--- config.mk ---
export PLATFORM = sky130hd
export DESIGN_NAME = pc_sequencer_flat
export DESIGN_NICKNAME = d
export VERILOG_FILES = /design/src/rtl/pc_seq_pkg.sv /design/src/rtl/pc_sequencer_if.sv /design/src/rtl/ret_stack.sv /design/src/rtl/pc_sequencer.sv /design/src/flat_wrapper.sv
export SDC_FILE = /design/constraint.sdc
export NUM_CORES = 1
export LEC_CHECK = 0
export ABC_AREA = 1
export BUFFER_PORTS_ARGS = -buffer_cell sky130_fd_sc_hd__clkbuf_2
export CAP_MARGIN = 20
export CORE_ASPECT_RATIO = 1.1
export CORE_MARGIN = 1
export CORE_UTILIZATION = 40
export DETAILED_ROUTE_END_ITERATION = 8
export PLACE_DENSITY_LB_ADDON = 0.08
export SYNTH_ARGS = -nofsm -noshare
export SYNTH_HDL_FRONTEND = slang
export SYNTH_SLANG_ARGS = --single-unit
--- constraint.sdc ---
create_clock -name i_clk -period 8.2 [get_ports i_clk]
set_clock_uncertainty 0.2 [all_clocks]
set_input_delay 1.23 -clock i_clk [delete_from_list [all_inputs] [get_ports i_clk]]
set_output_delay 1.23 -clock i_clk [all_outputs]
set_load 0.01 [all_outputs]
--- src/rtl/pc_seq_pkg.sv ---
// Shared types and defaults for the program-counter sequencer.
package pc_seq_pkg;

    localparam int unsigned D_DEF  = 12;
    localparam int unsigned OW_DEF = 8;
    localparam int unsigned SD_DEF = 4;

    typedef enum logic [1:0] {
        StIdle,
        StRun,
        StHalted
    } state_e;

    // Listed from highest to lowest priority. ReqCondBr is reported even when
    // the flag is clear; the sequencer qualifies it with the flag.
    typedef enum logic [2:0] {
        ReqNone,
        ReqStall,
        ReqHalt,
        ReqRet,
        ReqCall,
        ReqJump,
        ReqCondBr
    } req_e;

    function automatic req_e decode_req(input logic stall, input logic halt, input logic ret,
                                        input logic call, input logic jump, input logic cond_br);
        if (stall)   return ReqStall;
        if (halt)    return ReqHalt;
        if (ret)     return ReqRet;
        if (call)    return ReqCall;
        if (jump)    return ReqJump;
        if (cond_br) return ReqCondBr;
        return ReqNone;
    endfunction

endpackage

--- src/rtl/pc_sequencer_if.sv ---
// Decoder <-> sequencer signal bundle. The master is the decoder/PC side.
interface pc_sequencer_if
    import pc_seq_pkg::*;
#(
    parameter int unsigned D  = D_DEF,
    parameter int unsigned OW = OW_DEF,
    parameter int unsigned SD = SD_DEF
);
    logic [D-1:0]             prg_ctr;
    logic                     start;
    logic                     stall;
    logic                     halt;
    logic                     jump;
    logic                     cond_br;
    logic                     flag;
    logic                     call;
    logic                     ret;
    logic [OW-1:0]            offset;
    logic [D-1:0]             abs_target;
    logic                     branch_abs;
    logic [D-1:0]             target;
    logic                     done;
    logic                     err;
    logic [$clog2(SD+1)-1:0]  depth;

    modport master (
        output prg_ctr, start, stall, halt, jump, cond_br, flag, call, ret, offset, abs_target,
        input  branch_abs, target, done, err, depth
    );

    modport slave (
        input  prg_ctr, start, stall, halt, jump, cond_br, flag, call, ret, offset, abs_target,
        output branch_abs, target, done, err, depth
    );

endinterface

--- src/rtl/ret_stack.sv ---
// Return-address LIFO addressed by its occupancy count.
module ret_stack #(
    parameter int unsigned D  = 12,
    parameter int unsigned SD = 4
) (
    input  logic                    i_clk,
    input  logic                    i_rst_n,
    input  logic                    i_clear,
    input  logic                    i_push,
    input  logic                    i_pop,
    input  logic [D-1:0]            i_push_data,
    output logic [D-1:0]            o_top,
    output logic [$clog2(SD+1)-1:0] o_depth,
    output logic                    o_full,
    output logic                    o_empty
);
    localparam int unsigned DW = $clog2(SD + 1);
    localparam int unsigned AW = (SD > 1) ? $clog2(SD) : 1;

    logic [D-1:0]  r_mem [SD];
    logic [DW-1:0] r_depth;
    logic [DW-1:0] w_top_idx;

    assign w_top_idx = r_depth - DW'(1);
    assign o_full    = (r_depth == DW'(SD));
    assign o_empty   = (r_depth == '0);
    assign o_depth   = r_depth;
    assign o_top     = o_empty ? '0 : r_mem[w_top_idx[AW-1:0]];

    // Occupancy: clear wins, then push, then pop; overflow/underflow requests are dropped.
    always_ff @(posedge i_clk or negedge i_rst_n) begin
        if (!i_rst_n) begin
            r_depth <= '0;
        end else if (i_clear) begin
            r_depth <= '0;
        end else if (i_push && !o_full) begin
            r_depth <= r_depth + DW'(1);
        end else if (i_pop && !o_empty) begin
            r_depth <= r_depth - DW'(1);
        end
    end

    // Entry storage; contents beyond the occupancy are don't-care, so no reset.
    always_ff @(posedge i_clk) begin
        if (i_push && !o_full && !i_clear) begin
            r_mem[r_depth[AW-1:0]] <= i_push_data;
        end
    end

endmodule

--- src/rtl/pc_sequencer.sv ---
// PC control sequencer: start/halt FSM, request priority, relative adder, call/return.
module pc_sequencer
    import pc_seq_pkg::*;
#(
    parameter int unsigned D  = D_DEF,
    parameter int unsigned OW = OW_DEF,
    parameter int unsigned SD = SD_DEF
) (
    input logic           i_clk,
    input logic           i_rst_n,
    pc_sequencer_if.slave bus
);
    state_e                  r_state;
    state_e                  w_state_nxt;
    logic                    r_err;
    logic                    w_err_set;
    logic                    w_err_clr;
    logic                    w_push;
    logic                    w_pop;
    logic                    w_clear;
    logic                    w_branch_abs;
    logic [D-1:0]            w_target;
    logic [D-1:0]            w_top;
    logic [D-1:0]            w_off_ext;
    logic [D-1:0]            w_rel_tgt;
    logic [D-1:0]            w_ret_addr;
    logic                    w_full;
    logic                    w_empty;
    logic [$clog2(SD+1)-1:0] w_depth;
    req_e                    w_req;

    assign w_off_ext  = {{(D - OW){bus.offset[OW-1]}}, bus.offset};
    assign w_rel_tgt  = bus.prg_ctr + w_off_ext;
    assign w_ret_addr = bus.prg_ctr + D'(1);
    assign w_req      = decode_req(bus.stall, bus.halt, bus.ret, bus.call, bus.jump,
                                   bus.cond_br);

    ret_stack #(
        .D  (D),
        .SD (SD)
    ) u_ret_stack (
        .i_clk       (i_clk),
        .i_rst_n     (i_rst_n),
        .i_clear     (w_clear),
        .i_push      (w_push),
        .i_pop       (w_pop),
        .i_push_data (w_ret_addr),
        .o_top       (w_top),
        .o_depth     (w_depth),
        .o_full      (w_full),
        .o_empty     (w_empty)
    );

    // State and sticky error registers.
    always_ff @(posedge i_clk or negedge i_rst_n) begin
        if (!i_rst_n) begin
            r_state <= StIdle;
            r_err   <= 1'b0;
        end else begin
            r_state <= w_state_nxt;
            if (w_err_clr) begin
                r_err <= 1'b0;
            end else if (w_err_set) begin
                r_err <= 1'b1;
            end
        end
    end

    // Next state, stack control and PC load; default is hold (load current PC).
    always_comb begin
        w_state_nxt  = r_state;
        w_branch_abs = 1'b1;
        w_target     = bus.prg_ctr;
        w_push       = 1'b0;
        w_pop        = 1'b0;
        w_clear      = 1'b0;
        w_err_set    = 1'b0;
        w_err_clr    = 1'b0;
        unique case (r_state)
            StIdle: begin
                if (bus.start) begin
                    w_target    = '0;
                    w_state_nxt = StRun;
                end
            end
            StHalted: begin
                if (bus.start) begin
                    w_target    = '0;
                    w_clear     = 1'b1;
                    w_err_clr   = 1'b1;
                    w_state_nxt = StRun;
                end
            end
            StRun: begin
                unique case (w_req)
                    ReqStall: ;
                    ReqHalt:  w_state_nxt = StHalted;
                    ReqRet: begin
                        if (!w_empty) begin
                            w_pop    = 1'b1;
                            w_target = w_top;
                        end else begin
                            w_err_set    = 1'b1;
                            w_branch_abs = 1'b0;
                            w_target     = '0;
                        end
                    end
                    ReqCall: begin
                        if (!w_full) begin
                            w_push   = 1'b1;
                            w_target = bus.abs_target;
                        end else begin
                            w_err_set    = 1'b1;
                            w_branch_abs = 1'b0;
                            w_target     = '0;
                        end
                    end
                    ReqJump:  w_target = bus.abs_target;
                    ReqCondBr: begin
                        if (bus.flag) begin
                            w_target = w_rel_tgt;
                        end else begin
                            w_branch_abs = 1'b0;
                            w_target     = '0;
                        end
                    end
                    default: begin
                        w_branch_abs = 1'b0;
                        w_target     = '0;
                    end
                endcase
            end
            default: w_state_nxt = StIdle;
        endcase
    end

    assign bus.branch_abs = w_branch_abs;
    assign bus.target     = w_target;
    assign bus.done       = (r_state == StHalted);
    assign bus.err        = r_err;
    assign bus.depth      = w_depth;

endmodule

--- src/flat_wrapper.sv ---
// flat-port wrapper written by rule: the top's interface ports become plain ports
module pc_sequencer_flat import pc_seq_pkg::*;
#(
    parameter int unsigned D  = D_DEF,
    parameter int unsigned OW = OW_DEF,
    parameter int unsigned SD = SD_DEF
)
  (i_clk, i_rst_n, bus_prg_ctr, bus_start, bus_stall, bus_halt, bus_jump, bus_cond_br, bus_flag, bus_call, bus_ret, bus_offset, bus_abs_target, bus_branch_abs, bus_target, bus_done, bus_err, bus_depth);
  pc_sequencer_if #(.D(D), .OW(OW), .SD(SD)) bus_i ();
  input logic i_clk;
  input logic i_rst_n;
  input wire logic [$bits(bus_i.prg_ctr)-1:0] bus_prg_ctr;
  input wire logic [$bits(bus_i.start)-1:0] bus_start;
  input wire logic [$bits(bus_i.stall)-1:0] bus_stall;
  input wire logic [$bits(bus_i.halt)-1:0] bus_halt;
  input wire logic [$bits(bus_i.jump)-1:0] bus_jump;
  input wire logic [$bits(bus_i.cond_br)-1:0] bus_cond_br;
  input wire logic [$bits(bus_i.flag)-1:0] bus_flag;
  input wire logic [$bits(bus_i.call)-1:0] bus_call;
  input wire logic [$bits(bus_i.ret)-1:0] bus_ret;
  input wire logic [$bits(bus_i.offset)-1:0] bus_offset;
  input wire logic [$bits(bus_i.abs_target)-1:0] bus_abs_target;
  output wire logic [$bits(bus_i.branch_abs)-1:0] bus_branch_abs;
  output wire logic [$bits(bus_i.target)-1:0] bus_target;
  output wire logic [$bits(bus_i.done)-1:0] bus_done;
  output wire logic [$bits(bus_i.err)-1:0] bus_err;
  output wire logic [$bits(bus_i.depth)-1:0] bus_depth;
  assign bus_i.prg_ctr = bus_prg_ctr;
  assign bus_i.start = bus_start;
  assign bus_i.stall = bus_stall;
  assign bus_i.halt = bus_halt;
  assign bus_i.jump = bus_jump;
  assign bus_i.cond_br = bus_cond_br;
  assign bus_i.flag = bus_flag;
  assign bus_i.call = bus_call;
  assign bus_i.ret = bus_ret;
  assign bus_i.offset = bus_offset;
  assign bus_i.abs_target = bus_abs_target;
  assign bus_branch_abs = bus_i.branch_abs;
  assign bus_target = bus_i.target;
  assign bus_done = bus_i.done;
  assign bus_err = bus_i.err;
  assign bus_depth = bus_i.depth;
  pc_sequencer #(.D(D), .OW(OW), .SD(SD)) u_core (.i_clk(i_clk), .i_rst_n(i_rst_n), .bus(bus_i));
endmodule
==> flow_summary_export.csv <==
group,metric,value,unit
clock_network,postCtsSetupBuffers,0,
pwr,ir_worst_vdd,86.5,uV
synthesis,synthFlopType,"edfxtp_1",
timing,relSlewSlack,28.2,%
layout,nNetsFinal,595,
run,cap_violations,0,
detailed_routing,avgViaCountPerCell,4.94,
pwr,leakage,1.99,nW
synthesis,synth_top_cell_by_area,"edfxtp_1",
worst_setup_path,max_stage_delay,900,ps
detailed_routing,wl_per_cell,14.1,um
pwr,power_density,228,nW/um^2
synthesis,yosysWarningCount,0,
global_route,grt_pass1_vias,3128,
timing,finalCriticalPeriod,5010,ps
layout,final_util,47.4,%
clock_network,clock_sinks,54,
status,status,"finished clean",
worst_setup_path,cpMostUsedCell,"nor2_1",
place,io_buffers,59,
worst_setup_path,crit_type,"reg -> out",
worst_setup_path,worst_setup_path_start_kind,"flop",
die,num_rows,36,
layout,drive_above_1_share,19.8,%
clock_network,cts_hold_buffers,0,
die,top_level_ports,60,
synthesis,synth_seq_cells,54,
detailed_routing,routed_wirelength,9150,um
die,die_area,9820,um^2
pwr,p_total,0.973,mW
timing,grt_setup_unrepaired,"no",
timing,setup_violations,0,
synthesis,synth_cell_types,38,
synthesis,synth_top_area_share,38.2,%
clock_network,clk_latency,300,ps
worst_setup_path,worstPathArrival,3580,ps
layout,area_growth,13.1,%
clock_network,htreeDepth,2,
global_route,grt_max_degree,29,
clock_network,cts_root_buffer,"clkbuf_8",
timing,worst_slew_pin_slew,1080,ps
worst_setup_path,cp_top_family,"buffers and inverters",
worst_setup_path,cp.required,6770,ps
worst_setup_path,cp_num_buf_inv,4,
global_route,grt_overflow,0,
clock_network,cts.clk_slew.worst_paths,100,ps
clock_network,ctsLongestPathBuffers,2,
clock_network,cts_resized,0,
clock_network,cts_made_buffers,5,
die,initial_core_util,41.9,%
global_route,grtUsageTotal,20.0,%
layout,diodes,0,
worst_setup_path,r2r_setup_slack,4580,ps
detailed_routing,vias,3203,
timing,setup-tns-final,0,ps
die,core-area,9010,um^2
detailed_routing,drt_iter0_markers,152,
timing,hold_slack,303,ps
detailed_routing,drc,0,
synthesis,syn_avg_cell_area,7.94,um^2
worst_setup_path,cp-end-kind,"output pin",
synthesis,synth_cells,475,
detailed_routing,first_pass_iters,4,
min_path,worstHoldPathType,"reg -> reg",
timing,fin_crit_sh,61.1,%
die,die_width,94.6,um
worst_setup_path,worst_path_max_delay_cell,"dfrtp_1",
synthesis,syn_area,3770,um^2
synthesis,ys_async_sr_fraction,11.1,%
synthesis,synth_edf_count,48,
synthesis,yosysSeqAreaShare,42.2,%
detailed_routing,ant_nets,0,
global_route,grt_pass1_wl,15200,um
global_route,antenna_found_initial,0,
die,die_h,104,um
synthesis,synthTopCellsByArea,"edfxtp_1 38%, nand2_1 14%, ha_1 6.0%",
timing,timing_hold_violations_final,0,
place,hpwl,7010,um
timing,max_freq,200,MHz
clock_network,tritoncts,"yes",
worst_setup_path,crit_fanout,28,
place,gp_congestion,0.948,
worst_setup_path,path_cells,"inv_2, ha_1, inv_1, nor2_1, o21ai_0, o21ai_0, inv_1, nor2_1, nor2_1, nand3_1, nand2_1, nand2_1, clkbuf_2",
timing,final-max-slew-violation-count,0,
synthesis,syn-num-nets,536,
==> per-layer routing <==
metal,vias up,part of all wire [%],track usage [%]
met5,-,0,0
met4,0,1.6,6.71
met3,8,3.6,3.14
met2,69,46,32.0
met1,1452,48,27.4
li1,1674,-,-
==> synth_stat cells, drive strengths merged (2+ instances only) <==
| master | instances |
|---|---|
| nor3 | 3 |
| o21ai | 22 |
| nand2 | 162 |
| inv | 52 |
| ha | 18 |
| o22ai | 4 |
| buf | 8 |
| edfxtp | 48 |
| xor2 | 11 |
| nand3 | 46 |
| nand3b | 4 |
| xnor2 | 2 |
| nor2 | 57 |
| a22oi | 3 |
| a21oi | 12 |
| dfrtp | 6 |
| clkbuf | 3 |
| nand4 | 7 |
==> tightest hold or removal path, cell delays in order, from the launching register on <==
cell     delay (ps)
dfrtp_1         360
nand2_1          50
o21ai_0          60
==> metrics by stage <==
step / std cells / area (um^2) / setup slack [ps]
after floorplan: 475 / 3770 / 4170
after global placement: 641 / 4150 / 3620
after detailed placement: 641 / 4150 / 3560
after CTS: 649 / 4270 / 3210
after global routing: 649 / 4270 / 2820
final: 649 / 4270 / 3190
==> worst paths after layout <==
path                                                     from                             end  depth (start not counted)
worst max-delay path            u_core.u_ret_stack.o_depth[0]                   bus_target[5]                         13
worst min-delay path                           u_core.bus.err                  u_core.bus.err                          2
worst max register to register  u_core.u_ret_stack.o_depth[0]  u_core.u_ret_stack.r_mem[3][3]                          7
worst min register to register                 u_core.bus.err                  u_core.bus.err                          2
max in group asynchronous                             i_rst_n   u_core.u_ret_stack.o_depth[1]                          1
min in group asynchronous                             i_rst_n               u_core.r_state[0]                          1
==> flip-flops by register name, indices dropped and copies added, names as in the netlist <==
| register | cells |
|---|---|
| u_core.bus.err | 1 |
| u_core.r_state | 2 |
| u_core.u_ret_stack.o_depth | 3 |
| u_core.u_ret_stack.r_mem | 48 |
==> logic make-up (layout without fill, tap and decap cells) <==
family,after synthesis,after routing,share of synthesized area [%]
XOR/XNOR,13,13,3.02
adder cells (fa/ha/maj),19,19,6.50
AND/OR/NAND/NOR,281,281,33.9
AO/OA/AOI/OAI,45,45,6.90
buffers and inverters,63,123,7.50
flip-flops,54,54,42.2
==> placed cells by master (no fill, tap or decap), types with 5 or more instances in the layout <==
cell and n:
clkbuf_2 59, edfxtp_1 48, xor2_1 11, nand2_1 145, clkbuf_8 5, inv_1 48, nor2_1 51, nand2_2 13
nand3_1 42, nand4_1 7, a21oi_1 11, o21ai_0 22, dfrtp_1 6, ha_1 18
==> power breakdown <==
part | total, mW | switching [mW] | leakage [nW] | internal (mW)
Sequential | 0.340 | 0.0271 | 0.508 | 0.313
Combinational | 0.454 | 0.301 | 1.43 | 0.153
Clock | 0.179 | 0.0882 | 0.0504 | 0.0909
==> cell type report <==
type | count | area, um^2
clock buffers | 5 | 68.8
clock inverters | 3 | 45.0
fillers | 906 | 4740
inverters | 52 | 195
multi-input cells | 358 | 1900
flip-flops and latches | 54 | 1590
well taps | 114 | 143
repair buffers | 63 | 325
Power figures use the tool's default switching activity.
